<file path="config.mk">
export PLATFORM = sky130hd
export DESIGN_NAME = dmem_arbiter
export DESIGN_NICKNAME = d
export VERILOG_FILES = /design/src/rtl/dmem_arbiter_pkg.sv /design/src/rtl/dmem_arb_grant.sv /design/src/rtl/dmem_arbiter.sv
export SDC_FILE = /design/constraint.sdc
export NUM_CORES = 1
export LEC_CHECK = 0
export CORE_AREA = 2 2 116 118
export DETAILED_ROUTE_END_ITERATION = 12
export DIE_AREA = 0 0 118 120
export PLACE_DENSITY_LB_ADDON = 0.2
export SETUP_SLACK_MARGIN = 0.02
export SLEW_MARGIN = 20
export SYNTH_ARGS = -nofsm -noshare
export SYNTH_HDL_FRONTEND = slang
export SYNTH_SLANG_ARGS = --single-unit
</file>
<file path="constraint.sdc">
create_clock -name clock -period 3.3 [get_ports clock]
set_input_delay 0.33 -clock clock [delete_from_list [all_inputs] [get_ports clock]]
set_output_delay 0.33 -clock clock [all_outputs]
set_load 0.02 [all_outputs]
</file>
<file path="src/rtl/dmem_arbiter_pkg.sv">
// dmem_arbiter_pkg: shared port-select type and default burst limit for the data-memory arbiter
package dmem_arbiter_pkg;
  typedef enum logic {PORT0 = 1'b0, PORT1 = 1'b1} port_t;
  localparam int BURST_MAX_DEF = 4;
endpackage

</file>
<file path="src/rtl/dmem_arb_grant.sv">
// dmem_arb_grant: port-0 priority grant with burst counter that yields to port 1 after BURST_MAX grants
module dmem_arb_grant
  import dmem_arbiter_pkg::*;
#(
  parameter int BURST_MAX = BURST_MAX_DEF
) (
  input  logic clock,
  input  logic reset_n,
  input  logic req0,
  input  logic req1,
  output logic gnt0,
  output logic gnt1
);
  logic [3:0] burst_cnt;
  logic       burst_full;
  always_comb begin
    burst_full = burst_cnt == 4'(BURST_MAX);
    gnt1 = reset_n & req1 & (~req0 | burst_full);
    gnt0 = reset_n & req0 & ~gnt1;
  end
  always_ff @(posedge clock) begin
    if (!reset_n) burst_cnt <= '0;
    else if (gnt1 || !req1) burst_cnt <= '0;
    else if (gnt0 && !burst_full) burst_cnt <= burst_cnt + 4'd1;
  end
endmodule

</file>
<file path="src/rtl/dmem_arbiter.sv">
// dmem_arbiter: two-port data-memory arbiter with 1-cycle read responses
// Define DMEM_ARBITER_ALIGN_CHECK_EN to block misaligned accesses and report them on err0/err1.
module dmem_arbiter
  import dmem_arbiter_pkg::*;
#(
  parameter int BURST_MAX = BURST_MAX_DEF,
  parameter int ADDR_W    = 32
) (
  input  logic              clock,
  input  logic              reset_n,
  input  logic              req0,
  input  logic              we0,
  input  logic [ADDR_W-1:0] addr0,
  input  logic [31:0]       wdata0,
  input  logic              req1,
  input  logic              we1,
  input  logic [ADDR_W-1:0] addr1,
  input  logic [31:0]       wdata1,
  output logic              gnt0,
  output logic              gnt1,
  output logic              rvalid0,
  output logic              rvalid1,
  output logic [31:0]       rdata0,
  output logic [31:0]       rdata1,
  output logic [ADDR_W-1:0] address,
  output logic [31:0]       write_data,
  output logic              MemRead,
  output logic              MemWrite,
  input  logic [31:0]       read_data
`ifdef DMEM_ARBITER_ALIGN_CHECK_EN
  ,
  output logic              err0,
  output logic              err1
`endif
);
  logic  gnt;
  logic  we;
  logic  bad;
  logic  pending;
  port_t owner;
  dmem_arb_grant #(.BURST_MAX(BURST_MAX)) u_grant (
    .clock  (clock),
    .reset_n(reset_n),
    .req0   (req0),
    .req1   (req1),
    .gnt0   (gnt0),
    .gnt1   (gnt1)
  );
  always_comb begin
    gnt        = gnt0 | gnt1;
    we         = gnt1 ? we1 : we0;
    address    = gnt1 ? addr1 : gnt0 ? addr0 : '0;
    write_data = gnt1 ? wdata1 : gnt0 ? wdata0 : '0;
    MemRead    = gnt & ~we & ~bad;
    MemWrite   = gnt & we & ~bad;
    rvalid0    = pending & (owner == PORT0);
    rvalid1    = pending & (owner == PORT1);
    rdata0     = rvalid0 ? read_data : '0;
    rdata1     = rvalid1 ? read_data : '0;
  end
`ifdef DMEM_ARBITER_ALIGN_CHECK_EN
  assign bad = gnt & (address[1:0] != 2'b00);
  always_ff @(posedge clock) begin
    if (!reset_n) begin
      err0 <= 1'b0;
      err1 <= 1'b0;
    end else begin
      err0 <= bad & gnt0;
      err1 <= bad & gnt1;
    end
  end
`else
  assign bad = 1'b0;
`endif
  always_ff @(posedge clock) begin
    if (!reset_n) begin
      pending <= 1'b0;
      owner   <= PORT0;
    end else begin
      pending <= MemRead;
      owner   <= gnt1 ? PORT1 : PORT0;
    end
  end
endmodule

</file>
# Word-level counts from Yosys, hierarchy flattened
# Cells that the tools add are included.
classes:
  mux: 8
  addsub: 1
  n_eq_ne: 1
  n_reduce_logical: 5
  bitwise_logic: 15
ops:
  columns: ["op", "count"]
  rows:
  - ["2-to-1 mux 32 bit", 6]
  - ["bitwise AND 1 bit", 8]
  - ["NOT 1 bit", 5]
  - ["adder 4 x 1 -> 4 bit (second input constant)", 1]
  - ["equality test 4 x 3 -> 1 bit (second input constant)", 1]
  - ["logical NOT 1 bit", 2]
  - ["2-to-1 mux 1 bit", 2]
  - ["OR 1 bit", 2]
  - ["OR reduction 2 bit", 1]
  - ["logical AND 1 bit", 1]
  - ["logical OR 1 bit", 1]
word_totals:
  input_bits: 166
  word_cells: 33
  register_bits: 6
  output_inout_bits: 134

# Longest topological paths before layout
# Gate-level depths: netlist of the first run.
depth:
  word_depth: 7
  depth_mapped: 7
  depth_no_buf: 5

# Hierarchy
# Synthesis of the first run repeated with hierarchy kept, for this count alone.
hier_totals:
  hier_cells: 188
  area_unflattened_um2: 1458.9
by_module_without_submodules:
  columns: ["mod", "seq_area_each_um2", "area_per_inst_um2", "n_inst", "cells_per_inst"]
  rows:
  - ["dmem_arbiter", 40.0, 1243.7, 1, 165]
  - ["dmem_arb_grant", 80.1, 215.2, 1, 23]

# Worst setup path before layout of the first run
# OpenSTA, ideal clock, no wires.
synth_path:
  kind: "register to output"
  startpoint: "reg u_grant.burst_cnt[0]"
  endpoint: "out address[10]"
  slack_ns: 1.495
  arrival_ns: 1.475
  path_buffers: 1
  required_ns: 2.970
  stages_incl_launch_ff: 7
  path_cell_list: "dfxtp_1 -> inv_1 -> ha_1 -> nand3b_4 -> o211a_1 -> clkbuf_1 -> a22o_1"
synth_between:
  elab_chain_cells: 7
synth_lines:
  columns: ["element", "line", "rtl"]
  rows:
  - ["start: declaration", "dmem_arb_grant.sv:14", "logic [3:0] burst_cnt;"]
  - ["start signal: assignment", "dmem_arb_grant.sv:24", "else if (gnt0 && !burst_full) burst_cnt <= burst_cnt + 4'd1;"]
  - ["equality test 4 x 3 -> 1 bit (*)", "dmem_arb_grant.sv:17", "burst_full = burst_cnt == 4'(BURST_MAX);"]
  - ["OR 1 bit (*)", "dmem_arb_grant.sv:18", "gnt1 = reset_n & req1 & (~req0 | burst_full);"]
  - ["bitwise AND 1 bit (*)", "dmem_arb_grant.sv:18", null]
  - ["NOT 1 bit", "dmem_arb_grant.sv:19", "gnt0 = reset_n & req0 & ~gnt1;"]
  - ["bitwise AND 1 bit", "dmem_arb_grant.sv:19", null]
  - ["2-to-1 mux 32 bit", "dmem_arbiter.sv:52", "address = gnt1 ? addr1 : gnt0 ? addr0 : '0;"]
  - ["2-to-1 mux 32 bit (*)", "dmem_arbiter.sv:52", null]
  - ["end: declaration", "dmem_arbiter.sv:25", "output logic [ADDR_W-1:0] address,"]
# Mark *: on every way between the ends. The rest lies on a longest branch, timed or not.

# Final worst setup path of the first run
layout_path:
  startpoint: "reg u_grant.burst_cnt[0]"
  endpoint: "out write_data[2]"
layout_between:
  elab_chain_cells: 7
layout_lines:
  columns: ["element", "line", "rtl"]
  rows:
  - ["equality test 4 x 3 -> 1 bit (*)", "dmem_arb_grant.sv:17", null]
  - ["OR 1 bit (*)", "dmem_arb_grant.sv:18", null]
  - ["bitwise AND 1 bit (*)", "dmem_arb_grant.sv:18", null]
  - ["NOT 1 bit", "dmem_arb_grant.sv:19", null]
  - ["bitwise AND 1 bit", "dmem_arb_grant.sv:19", null]
  - ["2-to-1 mux 32 bit", "dmem_arbiter.sv:53", "write_data = gnt1 ? wdata1 : gnt0 ? wdata0 : '0;"]
  - ["2-to-1 mux 32 bit (*)", "dmem_arbiter.sv:53", null]
  - ["end: declaration", "dmem_arbiter.sv:26", "output logic [31:0] write_data,"]
# Marked as above.

==> results.cfg, run 1 <==
[global_route]
grt_max_degree = 69
grtUsageTotal_pct = 11.4
grt_pass1_wl_um = 13300
grt_pass1_vias = 2693
grt_overflow = 0
antenna_found_initial = 1

[synthesis]
yosysTopAreaCell = a22o_1
ys_types = 22
synth_area_um2 = 1400
synth.ff_latch_count = 6
synth.yosys.seq_area_share_pct = 8.61
syn_inst = 184
netlist.area_leader.share_pct = 42.1
syn_area_per_cell_um2 = 7.58
yosysWarnings = 0
syn_nets = 352
yosys-top-cells-area = a22o_1 42%, and2_1 15%, and3_1 14%

[floorplanning]
die_w_um = 118
ioPinCount = 300
initial_core_util_pct = 10.7
dieArea_um2 = 14200
rows = 42
dieHeight_um = 120
core-area_um2 = 13000

[clocking]
clkSinkCount = 6
clock_path_buffers = 2
clk_pin_slew_worst_paths_ns = 0.03
cts_setup_buffers = 0
holdBufCountCts = 0
cts_buffers = 3
clkLatencyLatePin_ns = 0.23
cts-root-buf = clkbuf_16
cts_resized = 0
cts_tree = done
htreeDepth = 1

[sta]
tightest_slew_ns = 0.319
final.setup.tns_ns = 0
clock.fmax_mhz = 371
finalHoldViolCount = 0
setup_viol = 0
finalMaxSlewViolations = 0
final.setup.worst_slack_ns = 0.603
period_needed_ns = 2.70
period_share_pct = 81.7
slew_headroom_pct = 78.7
rsz0062_at_grt = false
fin_worst_skew_ns = 0.000466

[setup_path]
crit_required_ns = 2.97
cp-end-kind = primary output
path_class = register to primary output
path_max_fanout = 68
crit_path_start_kind = register
crit_arrival_ns = 2.37

[routing]
drtPass1Iterations = 4
totalWireLength_um = 9050
num_vias = 2628
drc = 0
via_per_inst = 4.07
wl_per_cell_um = 14.0
drtAntennaViolNets = 0
drtIter0Drc = 92

[pwr]
internal_power_uw = 564
switching_share_pct = 30.3
p_clk_share_pct = 23.9
power_frac_comb_pct = 66.7
seq_power_share_pct = 9.4
power_switching_uw = 245
vdd_drop_max_uv = 121
power_density_nw_per_um2 = 175
p_leak_nw = 1.85

[placement]
dpl_cell_area_um2 = 4550
dp_slack_ns = 0.671
routabilityCongestion = 0.783
port_buffers = 299
hpwl_um = 7580

[layout]
area_growth_pct = 232
design_area_um2 = 4630
post_route_cells_drive_above_1_share_pct = 2.35
fin_nets = 638
fillers = 1362

[worst_hold_path]
hp-class = register to register

[status]
outcome = complete, no violations

[flow_run]
maxCapViolations = 0
[per-layer routing]
layer	share of wire (%)	global-route usage (%)	vias up
met5	0	0	-
met1	35	10.8	1145
met3	12	4.04	16
li1	-	-	1276
met4	2.8	3.61	0
met2	50	22.9	191
[layout by cell type, fill, tap and decap left out]
cell type	synthesis	routed
clkdlybuf4s50_1	0	299
a22o_1	67	67
and2_1	33	33
and3_1	32	32
inv_1	6	6
dfxtp_1	6	6
nor2_1	4	4
clkbuf_16	0	3
buf_4	3	3
ha_1	2	2
buf_12	0	2
diode_2	0	1
nor2b_1	1	1
nand3b_4	1	1
nand2_1	1	1
a21oi_4	0	1
o211a_2	0	1
nand4_1	1	1
a21oi_1	1	1
nand3_1	1	1
mux2i_1	1	1
nor3b_1	1	1
xnor2_1	1	1
[critical path, stage by stage (launching register included)]
cell	delay, ns
dfxtp_1	0.37
inv_1	0.06
ha_1	0.24
nand3b_4	0.12
o211a_2	0.21
buf_12	0.26
a22o_1	0.19
clkdlybuf4s50_1	0.65
[through the flow]
step                      util, %  std cells  hold WS (ns)  power, mW
after floorplan                 -        184         0.422      0.268
after global placement       35.1        641         0.446      0.619
after detailed placement     35.1        641         0.451      0.621
after CTS                    35.6        644         0.459      0.820
after global routing         35.7        645         0.478      0.849
final                        35.7        645         0.457      0.809
[logic make-up after synthesis]
group                      share of synthesized area [%]
buffers and inverters                               10.8
AOI/OAI and AO/OA                                   43.8
DFF                                                 8.61
and+or+nand+nor                                     33.7
adders and majority gates                           1.79
xor gates and xnor gates                           0.628
muxes                                              0.718
[layout make-up]
type                       count  area, um2  share of cell area [%]
timing repair buffer         304       3060                    66.0
multi-input combinational    149       1130                    24.5
tap                          176        220                    4.76
sequential                     6        120                    2.60
clock buffer                   3       75.1                    1.62
inverter                       6       22.5                   0.487
antenna                        1       2.50                  0.0541
[registers in the layout, summed over array words and instances, names as in the netlist]
name               cells
u_grant.burst_cnt      4
owner                  1
pending                1
[cell usage after synthesis]
| cell | n |
|---|---|
| a21oi_2 | 1 |
| inv_1 | 6 |
| nand4_1 | 1 |
| nand2_1 | 1 |
| nand3_1 | 1 |
| xnor2_1 | 1 |
| buf_6 | 3 |
| buf_2 | 6 |
| a21oi_1 | 1 |
| clkbuf_1 | 11 |
| and2_1 | 33 |
| a22o_1 | 67 |
| and3_1 | 32 |
| nand3b_4 | 1 |
| nor2_1 | 4 |
| o211a_1 | 1 |
| nor2b_1 | 1 |
| dfxtp_1 | 6 |
| ha_1 | 2 |
| buf_4 | 3 |
| nor3b_1 | 1 |
| mux2i_1 | 1 |
[final timing paths]
check / from / slack (ns) / endpoint / cells after the start
min: u_grant.burst_cnt[0] / 0.46 / u_grant.burst_cnt[0] / 1
min reg2reg: u_grant.burst_cnt[0] / 0.46 / u_grant.burst_cnt[0] / 1
max: u_grant.burst_cnt[0] / 0.60 / write_data[2] / 7
max reg2reg: u_grant.burst_cnt[0] / 1.74 / pending / 6
[power by group through the flow]
stage | Sequential, mW | Clock (mW) | Combinational (mW)
after floorplan | 0.0776 | 0 | 0.191
after detailed placement | 0.0768 | 0 | 0.545
final | 0.0758 | 0.193 | 0.540
after CTS | 0.0758 | 0.198 | 0.547
after global placement | 0.0768 | 0 | 0.542
after global routing | 0.0760 | 0.201 | 0.572
Power figures use the tool's default switching activity.
==> inputs of run 2 (changes only) <==
--- a/config.mk
+++ b/config.mk
@@ -5,9 +5,9 @@
 export SDC_FILE = /design/constraint.sdc
 export NUM_CORES = 1
 export LEC_CHECK = 0
-export CORE_AREA = 2 2 116 118
+export CORE_AREA = 2 2 115 117
 export DETAILED_ROUTE_END_ITERATION = 12
-export DIE_AREA = 0 0 118 120
+export DIE_AREA = 0 0 117 119
 export PLACE_DENSITY_LB_ADDON = 0.2
 export SETUP_SLACK_MARGIN = 0.02
 export SLEW_MARGIN = 20
==> constraint.sdc (replaced) <==
create_clock -name clock -period 2.72 [get_ports clock]
set_input_delay 0.272 -clock clock [delete_from_list [all_inputs] [get_ports clock]]
set_output_delay 0.272 -clock clock [all_outputs]
set_load 0.02 [all_outputs]
==> run 2 against run 1 <==
Via count shrank 1.1%; sequential share of layout area is essentially flat; critical path type unchanged; critical path depth is the same; non-clock buffer count increased by 2; wire length is 7.3% higher; register-to-register slack worse by 0.50 ns; highest routed layer unchanged; global-route usage grew 0.16 points; hold slack better by 0.0024 ns.
==> results.cfg, run 2 (synthesis results as in run 1) <==
[status]
outcome = complete, no violations

[floorplanning]
initial_core_util_pct = 10.8
rows = 42
die_w_um = 117
core-area_um2 = 12900
ioPinCount = 300
dieArea_um2 = 13900
dieHeight_um = 119

[layout]
diodes = 0
layout_common_cells = 298 x clkdlybuf4s50_1, 67 x a22o_1, 33 x and2_1
utilization_pct = 36.2
fillers = 1325
register_area_um2 = 120
largest_reg_flops = 4
largestRegisters = u_grant.burst_cnt: 4 flops, owner: 1 flops, pending: 1 flops
multiInputGateArea_um2 = 1130
area_growth_pct = 234
fin_nets = 640
instances_no_fill = 646
largest-register = u_grant.burst_cnt
final_common_cell = clkdlybuf4s50_1
design_area_um2 = 4660
post_route_cells_drive_above_1_share_pct = 2.77

[clocking]
cts-root-buf = clkbuf_16
clock_path_buffers = 2
cts_tree = done
htreeDepth = 1
holdBufCountCts = 0
clkSinkCount = 6
clk_pin_slew_worst_paths_ns = 0.03
clkLatencyLatePin_ns = 0.23
cts_setup_buffers = 0
cts_buffers = 3
cts_resized = 0

[pwr]
p_total_uw = 991
power_density_nw_per_um2 = 213
vdd_drop_max_uv = 132
p_leak_nw = 1.89

[global_route]
grt_pass1_wl_um = 12700
grtUsageTotal_pct = 11.6
grt_overflow = 0
grt_max_degree = 66
grt_pass1_vias = 2422
antenna_found_initial = 0

[setup_path]
path_class = register to primary output
cpPeakStageDelay_ns = 0.63
crit_arrival_ns = 2.37
crit_path_start_kind = register
crit_required_ns = 2.45
r2r_cells = 6
worstPathCellList = inv_1, ha_1, nand3b_4, o211a_2, buf_12, a22o_1, clkdlybuf4s50_1
cp_slowest_cell = clkdlybuf4s50_1
reg2reg_slack_ns = 1.24
cp-end-kind = primary output
path_max_fanout = 56

[placement]
dp.cells = 642
dpl_cell_area_um2 = 4560
hpwl_um = 7970
port_buffers = 299
routabilityCongestion = 0.900
dp_slack_ns = 0.130

[sta]
finalMaxSlewViolations = 0
final.setup.worst_slack_ns = 0.0736
fin_worst_skew_ns = 0.00140
whs_ns = 0.459
tightest_slew_ns = 0.301
rsz0062_at_grt = false
finalHoldViolCount = 0
period_needed_ns = 2.65
clock.fmax_mhz = 378
final.setup.tns_ns = 0
slew_headroom_pct = 79.8
setup_viol = 0
period_share_pct = 97.3

[routing]
num_vias = 2599
drtAntennaViolNets = 0
drtPass1Iterations = 4
drc = 0
drtIter0Drc = 76
totalWireLength_um = 9710
via_per_inst = 4.02
wl_per_cell_um = 15.0

[worst_hold_path]
hp-class = register to register
holdPathStages = 1

[flow_run]
maxCapViolations = 0
run 2: cell types whose count changed in the layout (fill, tap and decap cells not counted):
cell and delta:
diode_2 -1, buf_4 +1, clkdlybuf4s50_1 -1, clkbuf_16 +1, dlymetal6s2s_1 +1
run 2: final timing paths:
check | startpoint | to
max reg2reg | u_grant.burst_cnt[0] | pending
min reg2reg | u_grant.burst_cnt[0] | u_grant.burst_cnt[0]
min | u_grant.burst_cnt[0] | u_grant.burst_cnt[0]
max | u_grant.burst_cnt[0] | address[22]
run 2: critical path: cells and delay by family, from the launching register on:
kind / cells / cell delay, ns
AO/OA/AOI/OAI: 2 / 0.47
buffers and inverters: 3 / 0.93
AND/OR/NAND/NOR: 1 / 0.12
adder cells (fa/ha/maj): 1 / 0.23
flip-flops: 1 / 0.37
run 2: final cells by class:
cell class / count / area share (%)
tap: 176 / 4.72
sequential: 6 / 2.58
timing repair buffer: 306 / 66.3
inverter: 6 / 0.483
multi-input combinational: 149 / 24.3
clock buffer: 3 / 1.61
run 2: metal layers:
| metal | track usage, % | share of wire (%) |
|---|---|---|
| met5 | 0 | 0 |
| met4 | 1.99 | 0.78 |
| met3 | 3.46 | 12 |
| met2 | 22.5 | 51 |
| met1 | 12.2 | 37 |
run 2: where the power goes:
part / switching, mW / internal [mW]
clock: 0.0467 / 0.188
combinational: 0.255 / 0.408
sequential: 0.00199 / 0.0909
